`config.mk`:
```
export PLATFORM = sky130hd
export DESIGN_NAME = fifo_rd_ctrl
export DESIGN_NICKNAME = d
export VERILOG_FILES = /design/src/rtl/fifo_pkg.sv /design/src/rtl/fifo_rd_skid_buf.sv /design/src/rtl/fifo_rd_ctrl.sv
export SDC_FILE = /design/constraint.sdc
export NUM_CORES = 1
export LEC_CHECK = 0
export BUFFER_PORTS_ARGS = -buffer_cell sky130_fd_sc_hd__buf_2
export CAP_MARGIN = 30
export CORE_AREA = 2 2 50 61
export DETAILED_ROUTE_END_ITERATION = 10
export DIE_AREA = 0 0 52 63
export GPL_TIMING_DRIVEN = 0
export HOLD_SLACK_MARGIN = 0.1
export MAX_ROUTING_LAYER = met4
export PLACE_DENSITY = 0.72
export SLEW_MARGIN = 0
export SYNTH_ARGS = -nofsm -noshare
export SYNTH_HDL_FRONTEND = slang
export SYNTH_HIERARCHICAL = 1
export SYNTH_SLANG_ARGS = --single-unit
```
`constraint.sdc`:
```
create_clock -name clk_i -period 2.85 [get_ports clk_i]
set_input_delay 0.57 -clock clk_i [delete_from_list [all_inputs] [get_ports clk_i]]
set_output_delay 0.57 -clock clk_i [all_outputs]
set_load 0.005 [all_outputs]
```
`src/rtl/fifo_pkg.sv`:
```
// Shared defaults and types for the fifo block family.
package fifo_pkg;

    localparam int FIFO_WIDTH_DEFAULT = 8;
    localparam int RD_BUF_DEPTH       = 2;

    typedef logic [1:0] occ_t;

    function automatic occ_t pending_f(input occ_t occ, input logic inflight);
        return occ + occ_t'(inflight);
    endfunction

endpackage

```
`src/rtl/fifo_rd_skid_buf.sv`:
```
// Two-entry ordered output buffer for the FIFO read controller.
// Entry 0 is the head; vacated entries are zeroed so the head reads 0 when empty.
module fifo_rd_skid_buf
    import fifo_pkg::*;
#(
    parameter int WIDTH = FIFO_WIDTH_DEFAULT
) (
    input  logic             clk_i,
    input  logic             reset_i,
    input  logic             clear_i,
    input  logic             push_i,
    input  logic [WIDTH-1:0] push_data_i,
    input  logic             pop_i,
    output occ_t             occ_o,
    output logic [WIDTH-1:0] head_o
);

    occ_t             occ_r;
    occ_t             occ_s;
    logic [WIDTH-1:0] ent0_r;
    logic [WIDTH-1:0] ent1_r;
    logic [WIDTH-1:0] ent0_s;
    logic [WIDTH-1:0] ent1_s;
    logic             pop_s;

    // Next-state of the ordered store; clear beats a same-cycle push.
    always_comb begin
        occ_s  = occ_r;
        ent0_s = ent0_r;
        ent1_s = ent1_r;
        pop_s  = pop_i & (occ_r != 2'd0);
        if (clear_i) begin
            occ_s  = 2'd0;
            ent0_s = {WIDTH{1'b0}};
            ent1_s = {WIDTH{1'b0}};
        end else begin
            case ({push_i, pop_s})
                2'b10: begin
                    case (occ_r)
                        2'd0: begin
                            ent0_s = push_data_i;
                            occ_s  = 2'd1;
                        end
                        2'd1: begin
                            ent1_s = push_data_i;
                            occ_s  = 2'd2;
                        end
                        default: begin
                        end
                    endcase
                end
                2'b01: begin
                    case (occ_r)
                        2'd1: begin
                            ent0_s = {WIDTH{1'b0}};
                            occ_s  = 2'd0;
                        end
                        2'd2: begin
                            ent0_s = ent1_r;
                            ent1_s = {WIDTH{1'b0}};
                            occ_s  = 2'd1;
                        end
                        default: begin
                        end
                    endcase
                end
                2'b11: begin
                    case (occ_r)
                        2'd1: ent0_s = push_data_i;
                        2'd2: begin
                            ent0_s = ent1_r;
                            ent1_s = push_data_i;
                        end
                        default: begin
                        end
                    endcase
                end
                default: begin
                end
            endcase
        end
    end

    // Buffer state registers.
    always_ff @(posedge clk_i) begin
        if (reset_i) begin
            occ_r  <= 2'd0;
            ent0_r <= {WIDTH{1'b0}};
            ent1_r <= {WIDTH{1'b0}};
        end else begin
            occ_r  <= occ_s;
            ent0_r <= ent0_s;
            ent1_r <= ent1_s;
        end
    end

    assign occ_o  = occ_r;
    assign head_o = ent0_r;

endmodule

```
`src/rtl/fifo_rd_ctrl.sv`:
```
// Read-side controller for the fifo block: issues read strobes, absorbs the
// one-cycle read latency and presents entries on valid/ready. FIFO_RD_STATS_EN adds counters.
module fifo_rd_ctrl
    import fifo_pkg::*;
#(
    parameter int WIDTH     = FIFO_WIDTH_DEFAULT,
    parameter int BUF_DEPTH = RD_BUF_DEPTH
) (
    input  logic             clk_i,
    input  logic             reset_i,
    input  logic             flush_i,
    input  logic             fifo_empty_i,
    input  logic [WIDTH-1:0] fifo_data_i,
    output logic             fifo_rd_o,
    output logic             valid_o,
    output logic [WIDTH-1:0] data_o,
    input  logic             ready_i
`ifdef FIFO_RD_STATS_EN
    ,
    output logic [31:0]      pop_count_o,
    output logic [31:0]      stall_count_o
`endif
);

    localparam occ_t FULL_OCC = occ_t'(BUF_DEPTH);

    occ_t occ_s;
    occ_t pending_s;
    logic inflight_r;
    logic drop_r;
    logic pop_s;
    logic rd_s;
    logic capture_s;

    fifo_rd_skid_buf #(
        .WIDTH(WIDTH)
    ) u_buf (
        .clk_i      (clk_i),
        .reset_i    (reset_i),
        .clear_i    (flush_i),
        .push_i     (capture_s),
        .push_data_i(fifo_data_i),
        .pop_i      (pop_s),
        .occ_o      (occ_s),
        .head_o     (data_o)
    );

    assign valid_o   = (occ_s != 2'd0);
    assign capture_s = inflight_r & ~drop_r;
    assign fifo_rd_o = rd_s;

    // A strobe may refill the slot a same-cycle pop frees, so a full pipe still streams.
    always_comb begin
        pop_s     = valid_o & ready_i;
        pending_s = pending_f(occ_s, inflight_r);
        if (reset_i || flush_i || fifo_empty_i) begin
            rd_s = 1'b0;
        end else if (pending_s < FULL_OCC) begin
            rd_s = 1'b1;
        end else if ((pending_s == FULL_OCC) && pop_s) begin
            rd_s = 1'b1;
        end else begin
            rd_s = 1'b0;
        end
    end

    // In-flight tracking; drop marks a read whose data a flush has orphaned.
    always_ff @(posedge clk_i) begin
        if (reset_i) begin
            inflight_r <= 1'b0;
            drop_r     <= 1'b0;
        end else begin
            inflight_r <= rd_s;
            drop_r     <= flush_i & inflight_r;
        end
    end

`ifdef FIFO_RD_STATS_EN
    logic [31:0] pop_cnt_r;
    logic [31:0] stall_cnt_r;

    // Handshake and backpressure statistics, cleared only by reset.
    always_ff @(posedge clk_i) begin
        if (reset_i) begin
            pop_cnt_r   <= 32'd0;
            stall_cnt_r <= 32'd0;
        end else begin
            if (pop_s) begin
                pop_cnt_r <= pop_cnt_r + 32'd1;
            end
            if (valid_o && !ready_i) begin
                stall_cnt_r <= stall_cnt_r + 32'd1;
            end
        end
    end

    assign pop_count_o   = pop_cnt_r;
    assign stall_count_o = stall_cnt_r;
`endif

endmodule

```
==> results.md <==
* Endpoints failing hold at 0
* CP arrival at 2810 ps
* Worst-path cell chain: inv_1 -> ha_1 -> nor2b_1 -> inv_1 -> ha_1 -> or4_1 -> clkbuf_2 -> a221oi_1 -> nor3_1
* Placement Cell Area at 1230 um2
* Port buffer count at 22
* Met3 usage at 2.63%
* Clock Latency Late Sink at 300 ps
* Crit end category: register
* Slew Viols, Final at 0
* Final setup viols at 0
* Setup TNS at 0 ps
* Number of synthesized register bits at 20
* Flop2flop setup slack at 230 ps
* # IOs at 23
* Vias in the first global route at 899
* Die ar. at 3280 um2
* GRT Max-Usage Layer: met2
* Endpoint, Worst Hold: drop_r
* Worst flop-to-flop path startpoint: u_buf/occ_o[0]
* Clk buf depth at 2
* Reg area at 400 um2
* Net count, final at 169
* Worst-path fanout max at 8
* Final WL at 2250 um
* Synth area leaders: dfxtp_1 (37%), ha_1 (10%), mux2i_1 (9.3%), nor2b_1 (8.7%), a221oi_1 (6.5%)
* Post-route cell area at 1270 um2
* Remaining DRCs at 0
* Final Instance Count excl. Fillers at 180
* Hold path cells at 2
* Synth-to-Final Area Change at 17.5%
* Crit path depth at 9
* Worst Max-Slew Pin Slew at 662 ps
* Worst slew margin at 54.6%
* CTS tree: yes
* Pleak at 0.509 nW
* Row cnt at 21
* Worst R2R End: u_buf/head_o[4]
* DRC marker count from the first detailed-route iteration at 22
* Crit share post-route at 91.9%
* Worst min-delay path startpoint: reset_i
* Final core occ at 46.9%
* Share of cells above drive strength 1 at 22.6%
* RePlAce Congestion at 0.749
* CTS sink cnt at 20
* Worst Hold Class: in -> reg
* Routed via count at 933
* Largest net degree at the start of global routing at 12
* Setup Fix Bufs, Post-CTS at 0
* Area of the multi-input gates at 637 um2
* Cell taking the most area after synthesis: dfxtp_1
* RSZ-0062 raised after global routing: no
* First-pass GRT wire length at 4030 um
* Yosys top cell area share at 37.1%
* Die X-Extent at 52 um
* DP HPWL at 1750 um
* Most common cell after layout, fill and taps aside: buf_2
* Max Clk Rate at 0.382 GHz
* DR WL/cell at 12.5 um
* Yosys Warn Count at 6
* Critical path's top delay family: simple AND/OR/NAND/NOR gates
* Global Route met2 Usage at 24.4%
* Antenna violations before repair at 0
* Ant. Diodes at 0
* Status: finished, final reports clean
* Total power at 508 uW
* Cells after Synth at 120
* Synth Net Count at 142
* Die height at 63 um
* R2R cell count at 9
* Netlist cell types at 28
* WS Path Type: reg -> reg
* Most frequent cells in the layout: buf_2 (22), dfxtp_1 (20), nor2_1 (18)
* Placed Cells at 176
* Critical-path top delay cell: or4_1
* H-tree Lvls at 1
* Worst-path clk slew at 110 ps
* Post-cts sizing count at 0
* Power per cell area at 400 nW/um2
* Setup crit start kind: register
* Via-per-instance ratio at 5.18
* Cell Area, Synth at 1080 um2
* Total grt overflow at 0
* Max cap viols at 0
* Post-route antenna net violation count at 0
* Initial Util at 39.9%
* CTS buffer count at 3
* Met1 GRT Util at 20.8%
* DRT Pass-1 Iters at 4
* Avg Synthesized Cell Area at 9.00 um2
* Total global-route track usage at 16.3%
* Worst path bufs/invs at 3
* Core box area at 2710 um2
* Fin crit period at 2620 ps
* FILL cells at 270
* Clock Skew at 3.10 ps
* Root Driver: clkbuf_4
* Largest stage delay, worst path at 550 ps
* Worst IR Drop VDD at 303 uV
* Sequential area share after synthesis at 37.1%
* Cts hold-fix bufs at 0
* Worst path required time at 3040 ps
cells in the mapped netlist:
| master | instances |
|---|---|
| or4_1 | 1 |
| nand2b_1 | 1 |
| or4b_2 | 1 |
| a21oi_1 | 2 |
| clkbuf_1 | 2 |
| nor3_4 | 1 |
| nor2_1 | 18 |
| nor2b_1 | 15 |
| o21ai_0 | 1 |
| and2_1 | 1 |
| nor3_1 | 8 |
| dfxtp_1 | 20 |
| or2_2 | 1 |
| or2_1 | 1 |
| o21ba_2 | 1 |
| nand2_1 | 3 |
| inv_1 | 6 |
| mux2i_1 | 10 |
| buf_1 | 2 |
| o31ai_1 | 1 |
| clkbuf_2 | 1 |
| a211oi_1 | 1 |
| ha_1 | 9 |
| a221oi_1 | 8 |
| a31oi_1 | 2 |
| nor4_2 | 1 |
| nor3_2 | 1 |
| nor3b_1 | 1 |
routing by layer:
metal | vias up | wire length [um]
met5 | - | 0
met3 | 7 | 94
li1 | 470 | -
met2 | 22 | 1090
met4 | 0 | 59
met1 | 434 | 1010
worst max-delay path by stage:
stage,from,slack (ps),endpoint
finish,u_buf/occ_o[0],230,u_buf/head_o[4]
global route,u_buf/occ_o[0],30,u_buf/head_o[6]
CTS,u_buf/occ_o[0],230,u_buf/head_o[0]
detailed placement,ready_i,220,u_buf/head_o[0]
global placement,ready_i,270,u_buf/head_o[0]
floorplan,u_buf/occ_o[0],550,u_buf/head_o[0]
sequential cells by signal (all words and copies together), names as in the netlist:
register / cells
inflight_r: 1
drop_r: 1
u_buf/ent1_r: 8
u_buf/head_o: 8
u_buf/occ_o: 2
logic make-up (layout without fill, tap and decap cells):
kind of cell | after synthesis | in the layout | share of synthesized area, %
AOI/OAI and AO/OA | 16 | 16 | 11.4
and+or+nand+nor | 54 | 54 | 27.9
DFF | 20 | 20 | 37.1
buffers and inverters | 11 | 37 | 3.94
muxes | 10 | 10 | 9.27
adders and majority gates | 9 | 9 | 10.4
area by class of cell:
| type | count | area share (%) |
|---|---|---|
| buffer | 5 | 1.58 |
| clock buffer | 4 | 2.86 |
| inverter | 6 | 1.78 |
| multi-input combinational | 89 | 50.2 |
| sequential | 20 | 31.6 |
| tap | 34 | 3.35 |
| timing repair buffer | 22 | 8.68 |
per-stage QoR:
stage,setup slack [ps],hold slack (ps)
2_1_floorplan,548,422
3_3_place_gp,271,440
3_5_place_dp,223,441
4_1_cts,232,438
5_1_grt,30.7,442
6_report,230,441
report_power, final:
part / leakage [nW] / internal (mW) / total (mW) / switching [mW]
Clock: 0.0210 / 0.0780 / 0.164 / 0.0863
Sequential: 0.162 / 0.285 / 0.288 / 0.00293
Combinational: 0.326 / 0.0267 / 0.0560 / 0.0293
No activity file was read; power rests on OpenSTA's default activity.
